[src/rtl/rf_writeback_arbiter.sv]
// rf_writeback_arbiter: round-robin writeback arbiter feeding one register
// file write port. Collects results from NUM_SRC units over valid/ready,
// grants one per cycle and registers the winning write. Writes to x0 are
// accepted (they consume the turn) but never raise wen.
module rf_writeback_arbiter #(
    parameter int ADDR_WIDTH = 5,
    parameter int DATA_WIDTH = 32,
    parameter int NUM_SRC    = 2
) (
    input  logic                            clk,
    input  logic                            rst,
    input  logic [NUM_SRC-1:0]              src_valid,
    output logic [NUM_SRC-1:0]              src_ready,
    input  logic [NUM_SRC*ADDR_WIDTH-1:0]   src_addr,
    input  logic [NUM_SRC*DATA_WIDTH-1:0]   src_data,
    input  logic                            wb_stall,
    output logic [ADDR_WIDTH-1:0]           waddr,
    output logic [DATA_WIDTH-1:0]           wdata,
    output logic                            wen,
    output logic [15:0]                     wr_count
);

    localparam int PTR_W = (NUM_SRC > 1) ? $clog2(NUM_SRC) : 1;

    // Registered write-port state, kept together so reset/hold stay in step.
    typedef struct packed {
        logic                  wen;
        logic [ADDR_WIDTH-1:0] addr;
        logic [DATA_WIDTH-1:0] data;
    } wb_t;

    wb_t                                   wb_q;
    logic [PTR_W-1:0]                      rr_ptr;
    logic [15:0]                           cnt_q;

    // Packed per-source views of the flat input buses.
    logic [NUM_SRC-1:0][ADDR_WIDTH-1:0]    addr_arr;
    logic [NUM_SRC-1:0][DATA_WIDTH-1:0]    data_arr;

    logic                                  grant_vld;
    logic [PTR_W-1:0]                      grant_idx;
    logic [PTR_W-1:0]                      next_ptr;
    logic                                  xfer;
    logic [ADDR_WIDTH-1:0]                 sel_addr;
    logic [DATA_WIDTH-1:0]                 sel_data;

    assign addr_arr = src_addr;
    assign data_arr = src_data;

    // Round-robin scan: first valid source starting at rr_ptr, wrapping.
    always_comb begin
        logic [PTR_W:0] idx;
        grant_vld = 1'b0;
        grant_idx = '0;
        idx       = '0;
        for (int k = 0; k < NUM_SRC; k++) begin
            idx = {1'b0, rr_ptr} + (PTR_W+1)'(k);
            if (idx >= (PTR_W+1)'(NUM_SRC))
                idx = idx - (PTR_W+1)'(NUM_SRC);
            if (!grant_vld && src_valid[idx[PTR_W-1:0]]) begin
                grant_vld = 1'b1;
                grant_idx = idx[PTR_W-1:0];
            end
        end
    end

    // Ready is one-hot on the winner; nothing is accepted in reset or stall.
    always_comb begin
        src_ready = '0;
        if (rst && !wb_stall && grant_vld)
            src_ready[grant_idx] = 1'b1;
    end

    assign xfer     = |src_ready;
    assign sel_addr = addr_arr[grant_idx];
    assign sel_data = data_arr[grant_idx];
    assign next_ptr = (grant_idx == PTR_W'(NUM_SRC - 1)) ? '0 : grant_idx + 1'b1;

    // Write-port register, round-robin pointer and saturating commit counter.
    always_ff @(posedge clk) begin
        if (!rst) begin
            wb_q   <= '0;
            rr_ptr <= '0;
            cnt_q  <= '0;
        end else if (xfer) begin
            wb_q.addr <= sel_addr;
            wb_q.data <= sel_data;
            wb_q.wen  <= (sel_addr != '0);
            rr_ptr    <= next_ptr;
            if (sel_addr != '0 && cnt_q != 16'hFFFF)
                cnt_q <= cnt_q + 16'd1;
        end else begin
            wb_q.wen <= 1'b0;
        end
    end

    assign waddr    = wb_q.addr;
    assign wdata    = wb_q.data;
    assign wen      = wb_q.wen;
    assign wr_count = cnt_q;

endmodule
[config.mk]
export PLATFORM = sky130hd
export DESIGN_NAME = rf_writeback_arbiter
export DESIGN_NICKNAME = d
export VERILOG_FILES = /design/src/rtl/rf_writeback_arbiter.sv
export SDC_FILE = /design/constraint.sdc
export NUM_CORES = 1
export LEC_CHECK = 0
export ABC_AREA = 1
export ABC_CLOCK_PERIOD_IN_PS = 1800
export CAP_MARGIN = 40
export CORE_ASPECT_RATIO = 1.4
export CORE_UTILIZATION = 36
export CTS_CLUSTER_DIAMETER = 150
export CTS_CLUSTER_SIZE = 30
export DETAILED_ROUTE_END_ITERATION = 10
export MAX_ROUTING_LAYER = met4
export PLACE_DENSITY = 0.82
export SLEW_MARGIN = 20
export SYNTH_ARGS = -nofsm -noshare
export SYNTH_HDL_FRONTEND = slang
export SYNTH_SLANG_ARGS = --single-unit
[constraint.sdc]
create_clock -name clk -period 1.8 [get_ports clk]
set_clock_uncertainty 0.05 [all_clocks]
set_input_delay 0.45 -clock clk [delete_from_list [all_inputs] [get_ports clk]]
set_output_delay 0.45 -clock clk [all_outputs]
set_load 0.01 [all_outputs]
After elaboration in Yosys (flattened, before gate mapping). Cells that the tools add are included. W data, S select, Z words.

$add $sub $neg: 5. $lt $le $gt $ge: 6. Equality and inequality tests: 1. Multiplexer cells: 18. Reduce and logical (&&, ||, !) cells: 11.

Operator list (number): $mux W32 (2); $add A16 B1 Y16 const B (1); $ne A16 B16 Y1 const B (1); $mux W1 (12); $mux W5 (2); $lt A1 B2 Y1 const B (3); $logic_and A1 B1 Y1 (5); $reduce_bool A5 Y1 (1); $reduce_and A2 Y1 (2); $add A1 B1 Y2 const B (1); $ge A1 B2 Y1 const B (1); $ge A2 B2 Y1 const B (1); $logic_not A1 Y1 (2); $mux W2 (1); $reduce_or A2 Y1 (1); $sub A1 B1 Y1 const B (2); $add A1 B1 Y1 const B (1); $demux W1 S1 (1); $ge A1 B1 Y1 const B (1).

Register bits after elaboration: 55. Word-level logic and storage cells: 46.

Logic depth before layout (Yosys ltp).
Depth in word-level cells: 15. Depth in mapped cells: 12.

Worst setup path after synthesis. Ideal clock, no wire load.

Path kind: input port to output port. Start point: in rst. End point: out src_ready[0]. Data arrival time: 1359 ps. Required time: 1300 ps. Setup slack: -59 ps. Stages on the path: 7. Buffers on the path: 2. Cells stage by stage: buf_4 > inv_2 > or2_4 > nor2_4 > inv_2 > a21oi_4 > buf_6.

Word-level cells in the longest chain between the ends: 3.

Ends and longest elaborated chain: start, declared (line 11) `input logic rst,`; $logic_and A1 B1 Y1 (2 in a row) (line 70) `if (rst && !wb_stall && grant_vld)`; $mux W2 (line 70); end, declared (line 13) `output logic [NUM_SRC-1:0] src_ready,`.

No other way between the ends.

Final worst setup path.
Start point: in wb_stall. End point: out src_ready[0].

Word-level cells in the longest chain between the ends: 4.

Ends and longest elaborated chain: start, declared (line 16) `input logic wb_stall,`; $logic_not A1 Y1 (line 70); $logic_and A1 B1 Y1 (2 in a row) (line 70); $mux W2 (line 70).

No other way between the ends.

==> summary.txt <==
Logic synthesis
  • Count leader, synth: nand2_1
  • EDFF count, synth: 0
  • Syn Nets: 459
  • Seq/Total Area, Yosys: 0.4184
  • Most frequent cells after synthesis: nand2_1, dfxtp_1, a31oi_1
  • Synth area leader: dfxtp_1
  • Synthesized instance count: between 300 and 400
  • Yosys warnings: 0
  • Async S/R FF share, synth: 0
  • Yosys top cell area share: 0.4184
  • Synthesized flop and latch total: 55
  • Mean Syn Cell Area: 6.943 sq um
  • Mapped cell area: 2631 sq um
  • Top FF cell, synth: dfxtp_1
  • Synth area leaders: dfxtp_1, nand2_1, a31oi_1
  • Cell variety after synth: 26

Global routing
  • Grt ovf: 0
  • First-pass GRT wire length: around 13000 um
  • GRT Total Usage: 0.2166
  • Largest net degree at the start of global routing: 48
  • Antenna violations before repair: 0
  • Number of global-route vias before repair: 2908

Place
  • Post-DP HPWL: a little under 6000 um
  • GPL Wtd Cong: approximately 0.83
  • Dpl cells: approximately 610
  • Port Buffers: 134

Finish
  • Number of fill cells: 651
  • Fraction of layout cells with a size suffix above 1: 0.1257
  • ANT cells: 0
  • Post-Layout Cell Count: between 600 and 700
  • Final core utilization: 0.6163
  • Layout Nets: 604
  • P&R area growth vs syn: 64.57%

Drt
  • Iter 0 DRT Violations: 132
  • DRT Pass-1 Iters: 4
  • WL per Instance: 12.80 um
  • Antenna-violating nets left: 0
  • Final WL: 7934 um
  • Via count: between 3000 and 4000
  • DRC errors left: 0
  • Vias/cell: 4.900

STA
  • Final hold violations: 0
  • Final setup TNS: 0 ns
  • Final Setup Violations: 0
  • Slew Limit Fails: 0
  • Slew @ Worst Pin: 0.4997 ns
  • Minimum clock period: around 1.8 ns
  • Max Clock Freq: 567.7 MHz
  • Period utilisation layout: 0.9786
  • Slew headroom: 0.6669

Floorplanning
  • Initial Util: 0.3745
  • Die Y: 103.2 um
  • Die Wd: 74.26 um
  • Core ar.: around 7000 sq um
  • Top Ports: approximately 140
  • Die area: 7660 sq um
  • Row cnt: 36

Setup path
  • CP Capture Type: primary output
  • Delay of the slowest cell on the worst path: 0.26 ns
  • CP most frequent cell: buf_6
  • CP bufs+invs: 3
  • Worst path cell trace: buf_6 -> or2_4 -> nor2_4 -> inv_4 -> a21oi_4 -> buf_6
  • Delay-heaviest family, CP: simple AND/OR/NAND/NOR gates
  • Critical path fanouts, max: 2
  • CP Launch Type: primary input
  • CP Data Required Time: 1.30 ns
  • Crit path DAT: 1.26 ns
  • CP max-delay cell: or2_4
  • Crit path kind: in2out

Clocking
  • Post-CTS Hold Buffers: 0
  • TritonCTS clock tree: yes
  • Clock Latency Late Sink: approximately 0.3 ns
  • Clk slew on worst S/H paths: about 0.10 ns
  • CTS HTree Levels: 2
  • Clock sink count: 55
  • TritonCTS Buffers: 5
  • CTS root buf: clkbuf_8
  • Max Buffers Root-to-Sink: 2

Power and ir drop
  • Leakage: 0.001631 uW
  • Pwr Density: 620.9 nW/um^2
  • Worst VDD drop: 499.4 uV
  • Power Total: 2689 uW

Flow run
  • Max Cap Violations: 0

Worst hold path
  • Hold Crit Class: reg2reg

Outcome
  • Status: finished clean
what timing repair did:
| item | 4_1_cts | 5_1_grt |
|---|---|---|
| setup buffers | 2 | 1 |
| pin swaps | 2 | 3 |
| endpoints found under the setup margin | 66 | 16 |
| gates resized for setup | 36 | 15 |
per-layer routing:
layer	wire length (um)	GRT usage	share of wire	vias up
met5	0	-	0	-
met4	114	0.06386	0.014	0
met3	562	0.05474	0.071	11
met2	4167	0.3895	0.53	128
met1	3089	0.2308	0.39	1377
li1	-	-	-	1522
final timing paths:
check / from / endpoint / slack [ns] / depth (start not counted)
max: wb_stall / src_ready[0] / 0.04 / 6
min: wr_count[15] / wr_count[15] / 0.45 / 2
min reg2reg: wr_count[15] / wr_count[15] / 0.45 / 2
max reg2reg: rr_ptr / wr_count[11] / 0.16 / 11
area by class of cell:
type                    count  area (sq um)  area share
repair buffers            158          1538      0.3551
clock inverters             2         35.03    0.008090
clock buffers               6         82.58     0.01907
flip-flops and latches     55          1121      0.2589
well taps                  95         118.9     0.02745
inverters                  21         83.83     0.01936
multi-input cells         283          1351      0.3120
stage by stage:
step	cell area, sq um	setup WS, ns	hold slack (ns)
after floorplan	2638	-0.05685	0.4484
after global placement	4145	-0.8759	0.4255
after detailed placement	4145	-0.8700	0.4297
after CTS	4287	0.007190	0.4469
after global routing	4330	-0.0005829	0.4602
final	4330	0.03854	0.4451
power by group:
group	switching (uW)	leakage, uW	internal (uW)
clock	400	0.0000612	451
sequential	28.4	0.000456	1270
combinational	221	0.00111	321
cells by family after synthesis:
group | count (synthesis) | synth area share
xor gates and xnor gates | 11 | 0.03661
adders and majority gates | 1 | 0.004754
AOI/OAI and AO/OA | 55 | 0.1265
DFF | 55 | 0.4185
buffers and inverters | 41 | 0.07512
and+or+nand+nor | 216 | 0.3386
cell usage in the layout (no fill, tap or decap):
| master | synthesis | routed |
|---|---|---|
| a211oi_1 | 1 | 1 |
| a21oi_1 | 14 | 13 |
| a21oi_2 | 0 | 1 |
| a21oi_4 | 1 | 1 |
| a31oi_1 | 32 | 32 |
| buf_12 | 0 | 1 |
| buf_2 | 5 | 1 |
| buf_4 | 2 | 22 |
| buf_6 | 4 | 3 |
| buf_8 | 0 | 1 |
| bufinv_16 | 0 | 1 |
| clkbuf_2 | 0 | 1 |
| clkbuf_8 | 0 | 6 |
| clkdlybuf4s15_1 | 0 | 1 |
| clkdlybuf4s50_1 | 0 | 124 |
| clkinv_2 | 0 | 1 |
| dfxtp_1 | 55 | 41 |
| dfxtp_2 | 0 | 13 |
| dfxtp_4 | 0 | 1 |
| dlygate4sd2_1 | 0 | 2 |
| dlymetal6s2s_1 | 0 | 2 |
| ha_1 | 1 | 1 |
| inv_1 | 18 | 18 |
| inv_2 | 3 | 1 |
| inv_4 | 0 | 2 |
| nand2_1 | 152 | 151 |
| nand2_2 | 1 | 2 |
| nand2_4 | 1 | 1 |
| nand3_1 | 30 | 29 |
| nand3_2 | 0 | 1 |
| nand3b_1 | 2 | 2 |
| nand4_1 | 3 | 3 |
| nor2_1 | 23 | 22 |
| nor2_2 | 2 | 2 |
| nor2_4 | 1 | 2 |
| o21ai_0 | 6 | 6 |
| o21ai_2 | 1 | 1 |
| or2_4 | 1 | 1 |
| xnor2_1 | 6 | 6 |
| xor2_1 | 5 | 5 |
registers in the layout, summed over array words and instances, names as in the netlist:
name and cells:
wdata 32, wr_count 16, waddr 5, rr_ptr 1, wen 1
worst reg2reg max path, cell delays in order, from the launching register on:
cell and delay (ns):
dfxtp_1 0.31, inv_1 0.10, nand2_4 0.08, nand2_2 0.09, buf_4 0.14, nand2_1 0.05
nand2_1 0.11, nand3_2 0.10, o21ai_2 0.18, buf_6 0.17, nand2_1 0.06, a21oi_1 0.12
Note: power is estimated with default switching activity, not from simulation.
